[src/rtl/ps2_key_pkg.sv]
// ps2_key_pkg
// Shared types and constants for the PS/2 scan-code decoder slice.
//   key_state_t  : decoder FSM states
//   key_event_t  : one decoded key event as stored in the event FIFO
//   byte/modifier constants and the ignored-byte helper
package ps2_key_pkg;

    typedef enum logic [2:0] {
        IDLE,
        GOT_E0,
        GOT_F0,
        GOT_E0F0,
        SKIP_E1
    } key_state_t;

    // Prefix bytes of the scan-code set 2 stream
    localparam logic [7:0] PFX_E0     = 8'hE0;
    localparam logic [7:0] BREAK_CODE = 8'hF0;
    localparam logic [7:0] PFX_E1     = 8'hE1;

    // Modifier scan codes (12 also serves as the E0-prefixed fake shift)
    localparam logic [7:0] CODE_LSHIFT = 8'h12;
    localparam logic [7:0] CODE_RSHIFT = 8'h59;
    localparam logic [7:0] CODE_CTRL   = 8'h14;
    localparam logic [7:0] CODE_ALT    = 8'h11;
    localparam logic [7:0] CODE_CAPS   = 8'h58;

    // Pause is reported as an extended make of this code
    localparam logic [7:0] CODE_PAUSE  = 8'h77;

    // Bytes that follow E1 in the Pause sequence
    localparam logic [2:0] PAUSE_TAIL_LEN = 3'd7;

    // Bit positions inside the 4-bit modifier snapshot
    localparam int MOD_SHIFT = 0;
    localparam int MOD_CTRL  = 1;
    localparam int MOD_ALT   = 2;
    localparam int MOD_CAPS  = 3;

    typedef struct packed {
        logic [7:0] code;
        logic       ext;
        logic       brk;
        logic [3:0] mods;
    } key_event_t;

    // Keyboard status/response bytes that never start a key sequence
    localparam int N_IGNORED = 7;
    localparam logic [7:0] IGNORED_BYTES [N_IGNORED] =
        '{8'h00, 8'hAA, 8'hEE, 8'hFA, 8'hFC, 8'hFE, 8'hFF};

    function automatic logic is_ignored(input logic [7:0] b);
        logic hit;
        hit = 1'b0;
        for (int i = 0; i < N_IGNORED; i++) begin
            if (b == IGNORED_BYTES[i]) begin
                hit = 1'b1;
            end
        end
        return hit;
    endfunction

endpackage

[src/rtl/ps2_key_decoder_fifo.sv]
// ps2_key_fifo
// Synchronous show-ahead FIFO for decoded key events.
//   clk, rst_n : clock, asynchronous active-low reset (pointers/count only)
//   wr_en      : push request; accepted when not full, or when full with rd_en
//   wr_data    : pushed word
//   rd_en      : pop request; ignored while empty
//   rd_data    : head word, forced to 0 while empty
//   empty/full : occupancy flags
//   count      : number of stored words
module ps2_key_fifo #(
    parameter int FIFO_DEPTH = 8,
    parameter int DATA_W     = 14
) (
    input  logic                          clk,
    input  logic                          rst_n,
    input  logic                          wr_en,
    input  logic [DATA_W-1:0]             wr_data,
    input  logic                          rd_en,
    output logic [DATA_W-1:0]             rd_data,
    output logic                          empty,
    output logic                          full,
    output logic [$clog2(FIFO_DEPTH):0]   count
);

    localparam int AW = $clog2(FIFO_DEPTH);

    logic [DATA_W-1:0] mem [FIFO_DEPTH];
    logic [AW-1:0]     wr_ptr;
    logic [AW-1:0]     rd_ptr;
    logic [AW:0]       cnt;
    logic              do_wr;
    logic              do_rd;

    assign empty = (cnt == '0);
    assign full  = (cnt == (AW+1)'(FIFO_DEPTH));

    // A pop in the same cycle frees the slot, so a full FIFO still accepts
    assign do_wr = wr_en & (~full | rd_en);
    assign do_rd = rd_en & ~empty;

    assign rd_data = empty ? '0 : mem[rd_ptr];
    assign count   = cnt;

    always_ff @(posedge clk) begin
        if (do_wr) begin
            mem[wr_ptr] <= wr_data;
        end
    end

    // Pointers wrap naturally because FIFO_DEPTH is a power of two
    always_ff @(posedge clk or negedge rst_n) begin
        if (!rst_n) begin
            wr_ptr <= '0;
            rd_ptr <= '0;
            cnt    <= '0;
        end else begin
            if (do_wr) begin
                wr_ptr <= wr_ptr + AW'(1);
            end
            if (do_rd) begin
                rd_ptr <= rd_ptr + AW'(1);
            end
            case ({do_wr, do_rd})
                2'b10:   cnt <= cnt + (AW+1)'(1);
                2'b01:   cnt <= cnt - (AW+1)'(1);
                default: cnt <= cnt;
            endcase
        end
    end

endmodule

[src/rtl/ps2_key_decoder.sv]
// ps2_key_decoder
// Turns the ps2_rx byte stream into key events (make/break, extended flag,
// modifier snapshot) and queues them in a show-ahead event FIFO.
//   clk, rst_n        : clock, asynchronous active-low reset
//   rx_valid, rx_data : one-cycle byte strobe from ps2_rx
//   ev_valid/ev_ready : event handshake to the consumer
//   ev_code/ev_ext/ev_break/ev_mods : head event fields (0 when empty)
//   fifo_count        : stored event count
//   overflow, ov_clr  : sticky drop flag and its clear (drop wins)
module ps2_key_decoder
    import ps2_key_pkg::*;
#(
    parameter int FIFO_DEPTH   = 8,
    parameter int TYPEMATIC_EN = 0,
    parameter int TIMEOUT_CYC  = 100000,
    parameter int PAUSE_EN     = 1
) (
    input  logic                          clk,
    input  logic                          rst_n,
    input  logic                          rx_valid,
    input  logic [7:0]                    rx_data,
    output logic                          ev_valid,
    input  logic                          ev_ready,
    output logic [7:0]                    ev_code,
    output logic                          ev_ext,
    output logic                          ev_break,
    output logic [3:0]                    ev_mods,
    output logic [$clog2(FIFO_DEPTH):0]   fifo_count,
    output logic                          overflow,
    input  logic                          ov_clr
);

    localparam int TO_W = (TIMEOUT_CYC > 1) ? $clog2(TIMEOUT_CYC) : 1;

    key_state_t      state;
    key_state_t      state_nxt;
    logic [2:0]      pause_cnt;
    logic [2:0]      pause_nxt;
    logic [TO_W-1:0] to_cnt;
    logic            timeout_hit;

    logic            form_vld;
    logic [7:0]      form_code;
    logic            form_ext;
    logic            form_brk;
    logic            form_pause;
    logic            is_repeat;

    logic            shift_l, shift_r, ctrl_q, alt_q, caps_q;
    logic            shift_l_nxt, shift_r_nxt, ctrl_nxt, alt_nxt, caps_nxt;
    logic [3:0]      mods_nxt;
    logic            held_vld, held_vld_nxt;
    logic [8:0]      held_key, held_key_nxt;

    logic            vld_p0;
    key_event_t      ev_p0;
    key_event_t      head_ev;
    logic            fifo_empty;
    logic            fifo_full;
    logic            pop;
    logic            drop;

    assign timeout_hit = (state != IDLE) && !rx_valid &&
                         (to_cnt == TO_W'(TIMEOUT_CYC - 1));

    // FSM state register
    always_ff @(posedge clk or negedge rst_n) begin
        if (!rst_n) begin
            state     <= IDLE;
            pause_cnt <= '0;
        end else begin
            state     <= state_nxt;
            pause_cnt <= pause_nxt;
        end
    end

    // FSM next state
    always_comb begin
        state_nxt = state;
        pause_nxt = pause_cnt;
        if (rx_valid) begin
            case (state)
                IDLE: begin
                    if (rx_data == PFX_E0) begin
                        state_nxt = GOT_E0;
                    end else if (rx_data == BREAK_CODE) begin
                        state_nxt = GOT_F0;
                    end else if (rx_data == PFX_E1) begin
                        state_nxt = SKIP_E1;
                        pause_nxt = PAUSE_TAIL_LEN;
                    end
                end
                GOT_E0: begin
                    state_nxt = (rx_data == BREAK_CODE) ? GOT_E0F0 : IDLE;
                end
                GOT_F0, GOT_E0F0: begin
                    state_nxt = IDLE;
                end
                SKIP_E1: begin
                    pause_nxt = pause_cnt - 3'd1;
                    if (pause_cnt == 3'd1) begin
                        state_nxt = IDLE;
                    end
                end
                default: begin
                    state_nxt = IDLE;
                end
            endcase
        end else if (timeout_hit) begin
            state_nxt = IDLE;
            pause_nxt = '0;
        end
    end

    // FSM outputs: candidate event formed from the current byte
    always_comb begin
        form_vld   = 1'b0;
        form_code  = rx_data;
        form_ext   = 1'b0;
        form_brk   = 1'b0;
        form_pause = 1'b0;
        if (rx_valid) begin
            case (state)
                IDLE: begin
                    if (rx_data != PFX_E0 && rx_data != BREAK_CODE &&
                        rx_data != PFX_E1 && !is_ignored(rx_data)) begin
                        form_vld = 1'b1;
                    end
                end
                GOT_E0: begin
                    if (rx_data != BREAK_CODE && rx_data != CODE_LSHIFT) begin
                        form_vld = 1'b1;
                        form_ext = 1'b1;
                    end
                end
                GOT_F0: begin
                    form_vld = 1'b1;
                    form_brk = 1'b1;
                end
                GOT_E0F0: begin
                    if (rx_data != CODE_LSHIFT) begin
                        form_vld = 1'b1;
                        form_ext = 1'b1;
                        form_brk = 1'b1;
                    end
                end
                SKIP_E1: begin
                    if (pause_cnt == 3'd1 && PAUSE_EN != 0) begin
                        form_vld   = 1'b1;
                        form_code  = CODE_PAUSE;
                        form_ext   = 1'b1;
                        form_pause = 1'b1;
                    end
                end
                default: begin
                    form_vld = 1'b0;
                end
            endcase
        end
    end

    // Idle timeout: only runs while a prefix sequence is open
    always_ff @(posedge clk or negedge rst_n) begin
        if (!rst_n) begin
            to_cnt <= '0;
        end else if (rx_valid || state == IDLE || timeout_hit) begin
            to_cnt <= '0;
        end else begin
            to_cnt <= to_cnt + TO_W'(1);
        end
    end

    // Pause has no break code, so it never becomes (or matches) the held key
    assign is_repeat = form_vld && !form_brk && !form_pause && held_vld &&
                       (held_key == {form_ext, form_code});

    assign vld_p0 = form_vld && !(is_repeat && TYPEMATIC_EN == 0);

    always_comb begin
        shift_l_nxt  = shift_l;
        shift_r_nxt  = shift_r;
        ctrl_nxt     = ctrl_q;
        alt_nxt      = alt_q;
        caps_nxt     = caps_q;
        held_vld_nxt = held_vld;
        held_key_nxt = held_key;
        if (vld_p0 && !form_pause) begin
            case (form_code)
                CODE_LSHIFT: shift_l_nxt = !form_brk;
                CODE_RSHIFT: shift_r_nxt = !form_brk;
                CODE_CTRL:   ctrl_nxt    = !form_brk;
                CODE_ALT:    alt_nxt     = !form_brk;
                CODE_CAPS: begin
                    if (!form_brk && !is_repeat) begin
                        caps_nxt = !caps_q;
                    end
                end
                default: begin
                    caps_nxt = caps_q;
                end
            endcase
            if (!form_brk) begin
                held_vld_nxt = 1'b1;
                held_key_nxt = {form_ext, form_code};
            end else if (held_vld && held_key == {form_ext, form_code}) begin
                held_vld_nxt = 1'b0;
            end
        end
    end

    always_comb begin
        mods_nxt            = '0;
        mods_nxt[MOD_SHIFT] = shift_l_nxt | shift_r_nxt;
        mods_nxt[MOD_CTRL]  = ctrl_nxt;
        mods_nxt[MOD_ALT]   = alt_nxt;
        mods_nxt[MOD_CAPS]  = caps_nxt;
    end

    always_ff @(posedge clk or negedge rst_n) begin
        if (!rst_n) begin
            shift_l  <= 1'b0;
            shift_r  <= 1'b0;
            ctrl_q   <= 1'b0;
            alt_q    <= 1'b0;
            caps_q   <= 1'b0;
            held_vld <= 1'b0;
            held_key <= '0;
        end else begin
            shift_l  <= shift_l_nxt;
            shift_r  <= shift_r_nxt;
            ctrl_q   <= ctrl_nxt;
            alt_q    <= alt_nxt;
            caps_q   <= caps_nxt;
            held_vld <= held_vld_nxt;
            held_key <= held_key_nxt;
        end
    end

    always_comb begin
        ev_p0.code = form_code;
        ev_p0.ext  = form_ext;
        ev_p0.brk  = form_brk;
        ev_p0.mods = mods_nxt;
    end

    // Stage boundary: event written into the FIFO on the byte's own edge
    assign pop  = ev_valid & ev_ready;
    assign drop = vld_p0 & fifo_full & ~pop;

    ps2_key_fifo #(
        .FIFO_DEPTH (FIFO_DEPTH),
        .DATA_W     ($bits(key_event_t))
    ) u_fifo (
        .clk     (clk),
        .rst_n   (rst_n),
        .wr_en   (vld_p0),
        .wr_data (ev_p0),
        .rd_en   (pop),
        .rd_data (head_ev),
        .empty   (fifo_empty),
        .full    (fifo_full),
        .count   (fifo_count)
    );

    always_ff @(posedge clk or negedge rst_n) begin
        if (!rst_n) begin
            overflow <= 1'b0;
        end else if (drop) begin
            overflow <= 1'b1;
        end else if (ov_clr) begin
            overflow <= 1'b0;
        end
    end

    assign ev_valid = ~fifo_empty;
    assign ev_code  = head_ev.code;
    assign ev_ext   = head_ev.ext;
    assign ev_break = head_ev.brk;
    assign ev_mods  = head_ev.mods;

endmodule

[config.mk]
export PLATFORM = sky130hd
export DESIGN_NAME = ps2_key_decoder
export DESIGN_NICKNAME = d
export VERILOG_FILES = /design/src/rtl/ps2_key_pkg.sv /design/src/rtl/ps2_key_decoder_fifo.sv /design/src/rtl/ps2_key_decoder.sv
export SDC_FILE = /design/constraint.sdc
export NUM_CORES = 1
export LEC_CHECK = 0
export ABC_CLOCK_PERIOD_IN_PS = 5700
export CORE_AREA = 4 4 133 135
export CTS_CLUSTER_SIZE = 24
export DETAILED_ROUTE_END_ITERATION = 10
export DIE_AREA = 0 0 137 139
export HOLD_SLACK_MARGIN = 0.02
export PLACE_DENSITY_LB_ADDON = 0.08
export SYNTH_ARGS = -nofsm -noshare
export SYNTH_HDL_FRONTEND = slang
export SYNTH_HIERARCHICAL = 1
export SYNTH_SLANG_ARGS = --single-unit
[constraint.sdc]
create_clock -name clk -period 5.7 [get_ports clk]
set_clock_uncertainty 0.2 [all_clocks]
set_input_delay 1.425 -clock clk [delete_from_list [all_inputs] [get_ports clk]]
set_output_delay 1.425 -clock clk [all_outputs]
set_load 0.02 [all_outputs]
==> results.toml, run 1 <==
[status]
status = "complete, no violations"

[power_and_ir_drop]
p_leak_uw = 0.00318
vdd_ir_drop_max_v = 0.000228
pwr_density_cell_nw_per_um2 = 459
total_power_uw = 3980

[setup_path]
required_ns = 5.79
worstPathArrival_ns = 5.08
criticalPathCategory = "in -> reg"
crit_fanout = 8
critPathLaunchType = "input pin"
worst_setup_path_end_kind = "flip-flop"

[cells_and_area]
drive_above_1_share_pct = 20.0
final_common_cell = "edfxtp_1"
utilization_pct = 52.6
area_growth_pct = 18.1
insertedDiodeCount = 0
layout.nets = 582
final_area_um2 = 8660
layout_common_cells = "112 x edfxtp_1, 52 x nor2_1, 48 x dfrtp_1"

[floorplanning]
die_x_um = 137
core-area_um2 = 16500
die_h_um = 139
pin_count = 33
start_util_pct = 44.5
die_area_um2 = 19000
rows = 47

[clock_network]
cts_setup_buffers = 0
clock-sinks = 161
cts_tree = "yes"
hold_buffers = 0
clockBufferDepth = 2
h-tree-depth = 4
cts_resized = 0
cts_buffers = 17
clock_latency_ns = 0.42
clockRootBuffer = "clkbuf_16"
path_clk_slew_ns = 0.07

[global_routing]
grt_overflow_total = 0
grt_max_degree = 50
grt_usage_pct = 16.2
grt_pass1_wl_um = 23400
grt_pass1_vias = 4353
antenna_found_initial = 0

[routing]
drtIter0Drc = 328
totalWireLength_um = 14400
routed_via_density = 5.35
antenna_left = 0
dr.pass1.iters = 4
wl_per_cell_um = 18.2
dr_total_vias = 4250
drc = 0

[sta]
min_period_ns = 4.99
report.final.hold_viol_count = 0
slew_violations = 0
rsz0062_at_grt = "false"
slew_headroom_pct = 33.8
finalSetupViolCount = 0
finalCritPeriodShare_pct = 87.5
tightest_slew_ns = 0.993
fin_tns_setup_ns = 0
max_freq_mhz = 201

[yosys]
synth_nets = 530
synth_edf_count = 112
synthArstFlopShare_pct = 30.4
syn_inst = 509
syn_avg_cell_area_um2 = 14.4
yosysWarnings = 6
ys_ff_latch = 161
synthDistinctLibCells = 68
synthFlopType = "edfxtp_1"
syn_area_um2 = 7330
ys_seq_area_share_pct = 62.6

[place]
place_congestion = 0.857
place.port_buffers = 32
placed_area_um2 = 8010
dp_hpwl_um = 9350

[run]
maxCapViolCount = 0

[worst_hold_path]
hold_class = "reg -> reg"
## critical path, stage by stage
cell             delay (ns)
clkdlybuf4s50_1        0.42
or4_4                  0.57
or4_4                  0.50
a41o_1                 0.25
xor2_1                 0.27
nor4b_4                0.09
nor2_1                 0.15
o21a_4                 0.18
clkinv_4               0.09
ha_1                   0.28
xor2_1                 0.17
ha_1                   0.18
a21oi_1                0.14
xor2_1                 0.16
nor2_1                 0.06
xor2_1                 0.14
## registers in the layout, summed over array words and instances (netlist names)
signal	flops
held_key	9
overflow	1
to_cnt	17
shift_l	1
u_fifo/mem	112
held_vld	1
state	3
ctrl_q	1
alt_q	1
pause_cnt	3
u_fifo/count	4
shift_r	1
caps_q	1
u_fifo/wr_ptr	3
u_fifo/rd_ptr	3
## layout make-up
class,instances,area [µm²]
tap,220,275
clock buffer,17,425
multi-input combinational,306,2580
sequential,161,4590
clock inverter,15,218
fill,1396,7810
inverter,20,80.1
timing repair buffer,55,488
## per-layer routing
layer,vias up,GRT usage [%],wire [µm]
li1,2034,-,-
met1,2147,21.6,6420
met2,55,26.5,7380
met3,14,3.05,411
met4,0,5.62,205
met5,-,0,0
## logic make-up after synthesis
family	after synthesis	share of synthesized area, %
AND/OR/NAND/NOR	171	12.9
flip-flops	161	62.6
multiplexers	57	13.2
AO/OA/AOI/OAI	43	4.20
buffers and inverters	42	2.56
XOR/XNOR	27	3.23
adder cells (fa/ha/maj)	8	1.37
## Yosys cell counts (4+ instances only)
library cell	count	share of area (%)
nand4_1	9	0.77
nor2b_1	4	0.34
mux2i_1	16	2.2
xor2_1	16	1.9
nand3_1	8	0.55
nor3_1	12	0.82
a211oi_1	4	0.41
dfrtp_1	49	17
mux4_2	28	8.6
clkbuf_1	14	0.72
a21oi_1	7	0.48
ha_1	8	1.4
nand2b_1	11	0.94
nand2_1	33	1.7
inv_1	19	0.97
nor4b_1	6	0.72
o21ai_0	6	0.41
mux2_4	8	1.6
nor2_1	52	2.7
edfxtp_1	112	46
a31oi_1	4	0.34
nor4_1	5	0.43
buf_2	5	0.34
xnor2_1	11	1.3
## report_power, final
part	total, µW	switching, µW	leakage, µW	internal (µW)
Combinational	1110	514	0.00122	595
Sequential	1640	207	0.00166	1430
Clock	1230	484	0.000305	747
## stage by stage
stage	setup WS [ns]	hold slack, ns	cells
global route	0.502	0.310	794
global placement	0.342	0.265	762
detailed placement	0.285	0.272	762
CTS	0.733	0.289	794
floorplan	0.194	0.243	509
finish	0.713	0.287	794
## worst paths after layout
kind / start / end / slack, ns / depth (start not counted)
max: rx_data[1] / u_fifo/count[2] / 0.71 / 16
max reg2reg: state[1] / u_fifo/count[2] / 1.81 / 15
min: to_cnt[0] / to_cnt[0] / 0.29 / 1
min reg2reg: to_cnt[0] / to_cnt[0] / 0.29 / 1
min in group asynchronous: rst_n / to_cnt[0] / 0.92 / 2
max in group asynchronous: rst_n / u_fifo/rd_ptr[0] / 3.91 / 2
Note: power is estimated with default switching activity, not from simulation.
==> run 2, diff against run 1 <==
--- a/config.mk
+++ b/config.mk
@@ -7,6 +7,7 @@
 export LEC_CHECK = 0
 export ABC_CLOCK_PERIOD_IN_PS = 5700
 export CORE_AREA = 4 4 133 135
+export CTS_CLUSTER_DIAMETER = 40
 export CTS_CLUSTER_SIZE = 24
 export DETAILED_ROUTE_END_ITERATION = 10
 export DIE_AREA = 0 0 137 139
==> results of run 2 <==
The final DEF is identical to that of run 1; final timing and power are the same.
==> run 3, diff against run 2 <==
--- a/config.mk
+++ b/config.mk
@@ -5,7 +5,7 @@
 export SDC_FILE = /design/constraint.sdc
 export NUM_CORES = 1
 export LEC_CHECK = 0
-export ABC_CLOCK_PERIOD_IN_PS = 5700
+export ABC_CLOCK_PERIOD_IN_PS = 6200
 export CORE_AREA = 4 4 133 135
 export CTS_CLUSTER_DIAMETER = 40
 export CTS_CLUSTER_SIZE = 24
==> constraint.sdc (replaced) <==
create_clock -name clk -period 6.2 [get_ports clk]
set_clock_uncertainty 0.2 [all_clocks]
set_input_delay 1.55 -clock clk [delete_from_list [all_inputs] [get_ports clk]]
set_output_delay 1.55 -clock clk [all_outputs]
set_load 0.02 [all_outputs]
==> run 3 against run 2 <==
  * First-iteration DRC count decreased by 52%
  * Critical path depth unchanged
  * Global-route usage increased by 0.26 points
  * Clock-buffer cell count increased by 4
  * Largest cell class unchanged
  * Highest routed layer unchanged
==> results.toml, run 3 (same netlist as run 1, synthesis figures left out) <==
[status]
status = "complete, no violations"

[clock_network]
clockRootBuffer = "clkbuf_16"
clockBufferDepth = 2
clock-sinks = 161
cts_tree = "yes"
h-tree-depth = 4
cts_buffers = 17
cts_setup_buffers = 0
clock_latency_ns = 0.42
hold_buffers = 0
path_clk_slew_ns = 0.06
cts_resized = 0

[global_routing]
grt_overflow_total = 0
grt_usage_pct = 16.4
grt_pass1_vias = 4377
grt_max_degree = 50
grt_pass1_wl_um = 23800
antenna_found_initial = 0

[sta]
finalSetupViolCount = 0
tightest_slew_ns = 1.03
fin_tns_setup_ns = 0
rsz0062_at_grt = "false"
slew_violations = 0
slew_headroom_pct = 31.4
min_period_ns = 5.33
report.final.hold_viol_count = 0
max_freq_mhz = 188
finalCritPeriodShare_pct = 86.0

[setup_path]
cp_num_cells = 16
critPathMaxStageDelay_ns = 0.68
crit_fanout = 10
required_ns = 6.30
crit_buf_inv = 2
critical_path.cell_chain = "clkdlybuf4s50_1, nor4b_1, nand4_1, a41o_1, xor2_1, nor4b_4, nor2_1, o21a_4, clkinv_4, ha_1, xor2_1, ha_1, a21oi_1, xor2_1, nor2_1, xor2_1"
worst_setup_path_end_kind = "flip-flop"
cpMaxStageDelayCell = "clkdlybuf4s50_1"
criticalPathCategory = "in -> reg"
r2r_cells = 15
critical-path-top-delay-family = "simple AND/OR/NAND/NOR gates"
critPathLaunchType = "input pin"
worstPathArrival_ns = 5.43
crit_path_frequent_cell = "xor2_1"

[power_and_ir_drop]
total_power_uw = 3550
pwr_density_cell_nw_per_um2 = 415
vdd_ir_drop_max_v = 0.000213
p_leak_uw = 0.00312

[routing]
totalWireLength_um = 14400
wl_per_cell_um = 18.3
dr_total_vias = 4243
routed_via_density = 5.38
drtIter0Drc = 159
dr.pass1.iters = 4
antenna_left = 0
drc = 0

[cells_and_area]
drive_above_1_share_pct = 18.1
top_register = "u_fifo/mem"
layout.nets = 577
area_growth_pct = 16.7
layout_common_cells = "112 x edfxtp_1, 52 x nor2_1, 48 x dfrtp_1"
insertedDiodeCount = 0
reg.largest.list = "u_fifo/mem: 112 flops, to_cnt: 17 flops, held_key: 9 flops"
final_common_cell = "edfxtp_1"
largest_reg_flops = 112
final_area_um2 = 8550

[run]
maxCapViolCount = 0

[floorplanning]
pin_count = 33
core-area_um2 = 16500
die_area_um2 = 19000
die_x_um = 137
rows = 47
start_util_pct = 44.5
die_h_um = 139

[place]
place_congestion = 0.859
placed_area_um2 = 7980
dp_hpwl_um = 9270
place.port_buffers = 32

[worst_hold_path]
hold_class = "reg -> reg"
min_path_cells = 1
## run 3: cell types whose count changed in the layout (fill, tap and decap cells not counted), sizes merged
cell | previous run | this run
inv | 26 | 20
buf | 24 | 19
clkbuf | 17 | 21
bufinv | 4 | 3
clkinv | 2 | 3
clkinvlp | 3 | 4
## run 3: routing by layer
metal  routed length (µm)  part of all wire, %  GRT usage, %
met2                 7290                   50          27.2
met4                  227                  1.6          6.14
met3                  335                  2.3          2.79
met1                 6590                   46          21.7
met5                    0                    0             0
## run 3: power breakdown
part           switching, µW  internal [µW]
Sequential               182           1310
Clock                    396            629
Combinational            487            541
## run 3: area by class of cell
type	count	area [µm²]
inverter	20	80.1
multi-input combinational	306	2580
timing repair buffer	50	450
sequential	161	4590
clock inverter	10	136
fill	1424	7910
tap	220	275
clock buffer	21	440
## run 3: path summary, 6_finish.rpt
kind	slack (ns)	from	endpoint
max	0.87	rx_data[4]	u_fifo/count[2]
min	0.28	held_vld	held_vld
max reg2reg	2.30	state[1]	u_fifo/count[2]
min reg2reg	0.28	held_vld	held_vld
max in group asynchronous	4.30	rst_n	u_fifo/rd_ptr[0]
min in group asynchronous	1.03	rst_n	to_cnt[1]
## run 3: metrics by stage
step | hold WS, ns | cells | setup WS (ns) | utilization (%)
4_1_cts | 0.281 | 788 | 0.901 | 51.9
6_report | 0.277 | 788 | 0.867 | 51.9
3_3_place_gp | 0.267 | 757 | 0.533 | 48.4
2_1_floorplan | 0.243 | 509 | 0.569 | -
3_5_place_dp | 0.261 | 757 | 0.462 | 48.4
5_1_grt | 0.292 | 788 | 0.508 | 51.9
